[src/rtl/cpu_ctrl_pkg.sv]
// Shared definitions for the CPU microsequencer: opcodes, control-line indices,
// one-hot ALU function codes and the sequencer state encoding.
package cpu_ctrl_pkg;

  localparam logic [7:0] OP_HALT  = 8'h00;
  localparam logic [7:0] OP_LOAD  = 8'h01;
  localparam logic [7:0] OP_STORE = 8'h02;
  localparam logic [7:0] OP_ADD   = 8'h03;
  localparam logic [7:0] OP_SUB   = 8'h04;
  localparam logic [7:0] OP_MPY   = 8'h05;
  localparam logic [7:0] OP_DIV   = 8'h06;
  localparam logic [7:0] OP_AND   = 8'h07;
  localparam logic [7:0] OP_OR    = 8'h08;
  localparam logic [7:0] OP_NOT   = 8'h09;
  localparam logic [7:0] OP_SHL   = 8'h0A;
  localparam logic [7:0] OP_SHR   = 8'h0B;
  localparam logic [7:0] OP_JMP   = 8'h0C;
  localparam logic [7:0] OP_JGEZ  = 8'h0D;

  localparam int C0  = 0;
  localparam int C1  = 1;
  localparam int C2  = 2;
  localparam int C3  = 3;
  localparam int C4  = 4;
  localparam int C5  = 5;
  localparam int C6  = 6;
  localparam int C7  = 7;
  localparam int C8  = 8;
  localparam int C9  = 9;
  localparam int C10 = 10;
  localparam int C11 = 11;
  localparam int C12 = 12;
  localparam int C13 = 13;
  localparam int C14 = 14;
  localparam int C15 = 15;

  localparam logic [10:0] FN_ADD = 11'h002;
  localparam logic [10:0] FN_SUB = 11'h004;
  localparam logic [10:0] FN_MPY = 11'h008;
  localparam logic [10:0] FN_DIV = 11'h010;
  localparam logic [10:0] FN_AND = 11'h020;
  localparam logic [10:0] FN_OR  = 11'h040;
  localparam logic [10:0] FN_SHL = 11'h100;
  localparam logic [10:0] FN_SHR = 11'h200;
  localparam logic [10:0] FN_NOT = 11'h400;

  typedef enum logic [3:0] {
    S_IDLE = 4'd0,
    S_F0   = 4'd1,
    S_F1   = 4'd2,
    S_F2   = 4'd3,
    S_D    = 4'd4,
    S_E0   = 4'd5,
    S_E1   = 4'd6,
    S_E2   = 4'd7,
    S_E3   = 4'd8,
    S_HALT = 4'd9
  } state_t;

  // Two-operand ALU instructions fetch a memory operand into BR before executing.
  function automatic logic is_binop(input logic [7:0] op);
    return (op >= OP_ADD) && (op <= OP_OR);
  endfunction

endpackage

[src/rtl/cpu_ctrl_decode.sv]
// Combinational decode of (state, latched opcode, latched ACC sign) into the
// datapath control lines, one-hot ALU select and the illegal-opcode flag.
module cpu_ctrl_decode
  import cpu_ctrl_pkg::*;
#(
  parameter int OP_W   = 8,
  parameter int CTRL_W = 16,
  parameter int FN_W   = 11
) (
  input  state_t            state,
  input  logic [OP_W-1:0]   op_q,
  input  logic              sign_q,
  output logic [CTRL_W-1:0] ctrl,
  output logic [FN_W-1:0]   alu_fn,
  output logic              illegal_op
);

  function automatic logic [10:0] binop_fn(input logic [7:0] op);
    case (op)
      OP_ADD:  return FN_ADD;
      OP_SUB:  return FN_SUB;
      OP_MPY:  return FN_MPY;
      OP_DIV:  return FN_DIV;
      OP_AND:  return FN_AND;
      OP_OR:   return FN_OR;
      default: return 11'h000;
    endcase
  endfunction

  always_comb begin
    ctrl       = '0;
    alu_fn     = '0;
    illegal_op = 1'b0;
    case (state)
      S_F0: ctrl[C2] = 1'b1;
      S_F1: begin
        ctrl[C0]  = 1'b1;
        ctrl[C5]  = 1'b1;
        ctrl[C15] = 1'b1;
      end
      S_F2: ctrl[C4] = 1'b1;
      S_E0: begin
        case (op_q)
          OP_LOAD, OP_ADD, OP_SUB, OP_MPY, OP_DIV, OP_AND, OP_OR: ctrl[C8] = 1'b1;
          OP_STORE: begin
            ctrl[C8]  = 1'b1;
            ctrl[C11] = 1'b1;
          end
          OP_NOT, OP_SHL, OP_SHR: begin
            // Unary ops: y input forced to zero, result straight back into ACC.
            ctrl[C9]  = 1'b1;
            ctrl[C14] = 1'b1;
            alu_fn    = (op_q == OP_NOT) ? FN_NOT : ((op_q == OP_SHL) ? FN_SHL : FN_SHR);
          end
          OP_JMP:  ctrl[C3] = 1'b1;
          OP_JGEZ: ctrl[C3] = ~sign_q;
          default: illegal_op = 1'b1;
        endcase
      end
      S_E1: begin
        ctrl[C0] = 1'b1;
        if (op_q == OP_STORE) ctrl[C12] = 1'b1;
        else                  ctrl[C5]  = 1'b1;
      end
      S_E2: begin
        if (op_q == OP_LOAD) ctrl[C10] = 1'b1;
        else                 ctrl[C6]  = 1'b1;
      end
      S_E3: begin
        ctrl[C9] = 1'b1;
        alu_fn   = binop_fn(op_q);
      end
      default: ;
    endcase
  end

endmodule

[src/rtl/cpu_control_unit.sv]
// Microsequencer top: fetch / decode / execute state register, latched opcode and
// ACC sign, retired-instruction counter and the busy/halted status flags.
module cpu_control_unit
  import cpu_ctrl_pkg::*;
#(
  parameter int OP_W   = 8,
  parameter int CTRL_W = 16,
  parameter int FN_W   = 11,
  parameter int CNT_W  = 16
) (
  input  logic              clk,
  input  logic              rst,
  input  logic              start,
  input  logic [OP_W-1:0]   opcode,
  input  logic              acc_sign,
  output logic [CTRL_W-1:0] ctrl,
  output logic [FN_W-1:0]   alu_fn,
  output logic              busy,
  output logic              halted,
  output logic              illegal_op,
  output logic [CNT_W-1:0]  instr_cnt
);

  state_t          state;
  state_t          nxt;
  logic [OP_W-1:0] op_q;
  logic            sign_q;

  always_comb begin
    nxt = S_IDLE;
    case (state)
      S_IDLE: nxt = start ? S_F0 : S_IDLE;
      S_F0:   nxt = S_F1;
      S_F1:   nxt = S_F2;
      S_F2:   nxt = S_D;
      // Illegal opcodes still pass through E0 so illegal_op has a cycle to pulse.
      S_D:    nxt = (opcode == OP_HALT) ? S_HALT : S_E0;
      S_E0:   nxt = (op_q == OP_LOAD || op_q == OP_STORE || is_binop(op_q)) ? S_E1 : S_F0;
      S_E1:   nxt = (op_q == OP_STORE) ? S_F0 : S_E2;
      S_E2:   nxt = (op_q == OP_LOAD) ? S_F0 : S_E3;
      S_E3:   nxt = S_F0;
      S_HALT: nxt = S_HALT;
      default: nxt = S_IDLE;
    endcase
  end

  always_ff @(posedge clk or negedge rst) begin
    if (!rst) begin
      state     <= S_IDLE;
      op_q      <= '0;
      sign_q    <= 1'b0;
      instr_cnt <= '0;
      busy      <= 1'b0;
      halted    <= 1'b0;
    end else begin
      state  <= nxt;
      busy   <= (nxt != S_IDLE) && (nxt != S_HALT);
      halted <= (nxt == S_HALT);
      if (state == S_D) begin
        op_q      <= opcode;
        sign_q    <= acc_sign;
        instr_cnt <= instr_cnt + 1'b1;
      end
    end
  end

  cpu_ctrl_decode #(
    .OP_W   (OP_W),
    .CTRL_W (CTRL_W),
    .FN_W   (FN_W)
  ) u_decode (
    .state      (state),
    .op_q       (op_q),
    .sign_q     (sign_q),
    .ctrl       (ctrl),
    .alu_fn     (alu_fn),
    .illegal_op (illegal_op)
  );

endmodule

[config.mk]
export PLATFORM = sky130hd
export DESIGN_NAME = cpu_control_unit
export DESIGN_NICKNAME = d
export VERILOG_FILES = /design/src/rtl/cpu_ctrl_pkg.sv /design/src/rtl/cpu_ctrl_decode.sv /design/src/rtl/cpu_control_unit.sv
export SDC_FILE = /design/constraint.sdc
export NUM_CORES = 1
export LEC_CHECK = 0
export BUFFER_PORTS_ARGS = -buffer_cell sky130_fd_sc_hd__buf_4
export CAP_MARGIN = 20
export CORE_MARGIN = 4
export CORE_UTILIZATION = 55
export CTS_BUF_LIST = sky130_fd_sc_hd__clkbuf_4 sky130_fd_sc_hd__clkbuf_8
export DETAILED_ROUTE_END_ITERATION = 7
export PLACE_DENSITY = 0.88
export RECOVER_POWER = 100
export SKIP_CTS_REPAIR_TIMING = 1
export SLEW_MARGIN = 25
export SYNTH_ARGS = -nofsm -noshare
export SYNTH_HDL_FRONTEND = slang
export SYNTH_SLANG_ARGS = --single-unit
[constraint.sdc]
create_clock -name clk -period 3.05 [get_ports clk]
set_clock_uncertainty 0.15 [all_clocks]
set_input_delay 0.305 -clock clk [delete_from_list [all_inputs] [get_ports clk]]
set_output_delay 0.305 -clock clk [all_outputs]
set_load 0.05 [all_outputs]
==> metrics <==
drt pass-1 iters=4; clk_lat worst skew=0.32 ns; Arrival @ worst endpoint=2.44 ns; total grt overflow=0; RSZ-0062 raised after global routing=no; pin count of the biggest net entering global routing=32; clk slew on worst S/H paths=0.10 ns; Synth Register Bits=31; post-synthesis sequential area ratio=0.443; Via density=5.49; maximum clock path buffer count=2; chip width=64.4 um; critical path peak fanout=6; root buffer cell=clkbuf_4; Tot GR Track Use=0.198; via count=1,433; initial antenna violation count=0; peak supply drop=0.652 mV; Fillers=295; CP endpoint kind=output pin; drc violations=0; fin crit share=0.949; PwrDens=898 nW/um2; Tmin final=2.90 ns; Setup crit start kind=register; final WL=3750 um; I/O Pins=58; commonest non-fill, non-tap cell in the layout=dfrtp_1; status=complete, but fails checks; Sw Pwr=0.882 mW; cell internal pwr=0.922 mW; Critical R2R Launch=state[3]; Worst Max-Slew Pin Slew=1.59 ns; most frequent cells in the layout=dfrtp_1, clkbuf_1, clkbuf_2, nor2_1, xnor2_1; Antenna Nets Post-Route=0; worst setup path start=op_q[5]; Core Region=3050 um2; FP Rows=20; Worst slew margin=-0.0617; kind of critical path=reg -> out; clock sink count=31; Synth cell types=46; fmax=345 MHz; vias in the first global route=1,351; Final Hold Fails=0; global-route wire length before repair=6380 um; wire per inst=14.4 um; max cap viols=1; # diodes=0; dpl hpwl=2870 um; Synth Flop Type=dfrtp_1; Power, Total=1.80 mW; drt initial violations=78; Area Overhead vs Synth=14.7%; Async S/R FF share, synth=1.00; worst path required time=2.59 ns; CTS buffer count=5; CTS tree=built; Lkg Pwr=0.863 nW; Die ar.=4150 um2; syn avg cell area=10.4 um2; fin nets=229; maximum level of the CTS H-tree=2; Sw Share=0.489; synthesized area=1750 um2; Port Buffers=52; combinational share of power=0.448; placer congestion estimate=0.872; clock share of power=0.153; starting density of the core=0.574; setup TNS=0 ns; Chip Height=64.4 um; Final Max Tran Viols=32; post-synthesis cell count=168; Worst Hold Class=in -> reg; layout cells sized above 1=0.249; failing checks=max-capacitance violations, max-slew violations; sequential power share=0.399; synth warn=0; hold path start=opcode[2]; EDFF count, synth=0; final setup fails=0
metrics by stage:
stage	util	cell area (um2)	hold slack (ns)	worst slack, ns	instances
finish	0.658	2010	0.0520	0.154	261
CTS	0.705	2150	-0.266	0.206	260
detailed placement	0.682	2080	0.104	0.586	252
global route	0.658	2010	0.0388	0.0795	261
global placement	0.682	2080	0.107	0.647	252
floorplan	-	1780	-0.141	0.103	172
cells by family (layout without fill, tap and decap cells):
kind of cell / count (synthesis) / in the layout / synth area share
AO/OA/AOI/OAI: 16 / 16 / 0.0664
AND/OR/NAND/NOR: 77 / 77 / 0.261
XOR/XNOR: 15 / 15 / 0.0750
buffers and inverters: 18 / 63 / 0.0879
adder cells (fa/ha/maj): 1 / 1 / 0.00714
flip-flops: 31 / 31 / 0.443
multiplexers: 9 / 9 / 0.0579
other: 1 / 5 / 0.00214
registers in the layout (all words and copies together), names as in the netlist:
signal	cells
op_q	8
sign_q	1
busy	1
state	4
instr_cnt	16
halted	1
per-layer routing:
layer | track usage | up-vias | wire, um
li1 | - | 689 | -
met1 | 0.270 | 679 | 1730
met2 | 0.298 | 61 | 1730
met3 | 0.0659 | 4 | 255
met4 | 0.0633 | 0 | 30
met5 | 0 | - | 0
worst max-delay path, cell delays in order (launching register included):
cell,delay (ns)
dfrtp_1,0.40
or4_4,0.58
or4_2,0.69
nor3_2,0.15
clkbuf_2,0.30
area by class of cell:
class                      instances  area [um2]  share of cell area
multi-input combinational        123         833               0.415
sequential                        31         776               0.386
timing repair buffer              54         269               0.134
clock buffer                       7        65.1              0.0324
tap                               44        55.1              0.0274
clock inverter                     1        7.51             0.00374
inverter                           1        3.75             0.00187
power groups by stage:
stage | clock network (mW) | logic, mW | registers (mW)
after floorplan | 0 | 0.743 | 0.726
after global placement | 0 | 0.866 | 0.728
after detailed placement | 0 | 0.879 | 0.733
after CTS | 0.287 | 0.882 | 0.726
after global routing | 0.307 | 0.875 | 0.750
final | 0.276 | 0.808 | 0.720
cells in the mapped netlist, drive strengths merged, types with 2 or more instances:
| cell | n | share of area |
|---|---|---|
| mux2 | 9 | 0.058 |
| or2 | 2 | 0.0071 |
| nand2 | 9 | 0.019 |
| or4 | 4 | 0.022 |
| and4 | 2 | 0.010 |
| a211oi | 2 | 0.011 |
| or2b | 2 | 0.010 |
| nor2 | 14 | 0.030 |
| o21ai | 3 | 0.0086 |
| buf | 11 | 0.061 |
| xnor2 | 13 | 0.065 |
| a21oi | 3 | 0.0086 |
| and3 | 5 | 0.018 |
| nor3 | 9 | 0.026 |
| nand4 | 5 | 0.018 |
| dfrtp | 31 | 0.44 |
| nor4 | 6 | 0.021 |
| clkbuf | 6 | 0.024 |
| nand2b | 4 | 0.014 |
| nand3b | 2 | 0.0086 |
| or3 | 2 | 0.0079 |
| xor2 | 2 | 0.010 |
| nand3 | 7 | 0.020 |
path summary, 6_finish.rpt:
check / end / slack, ns / cells past startpoint
max reg2reg: op_q[0] / 0.40 / 3
min: op_q[2] / 0.05 / 3
min reg2reg: instr_cnt[15] / 0.33 / 1
min in group asynchronous: state[0] / 0.75 / 2
max in group asynchronous: instr_cnt[1] / 1.08 / 2
max: alu_fn[2] / 0.15 / 4
Note: power is estimated with default switching activity, not from simulation.
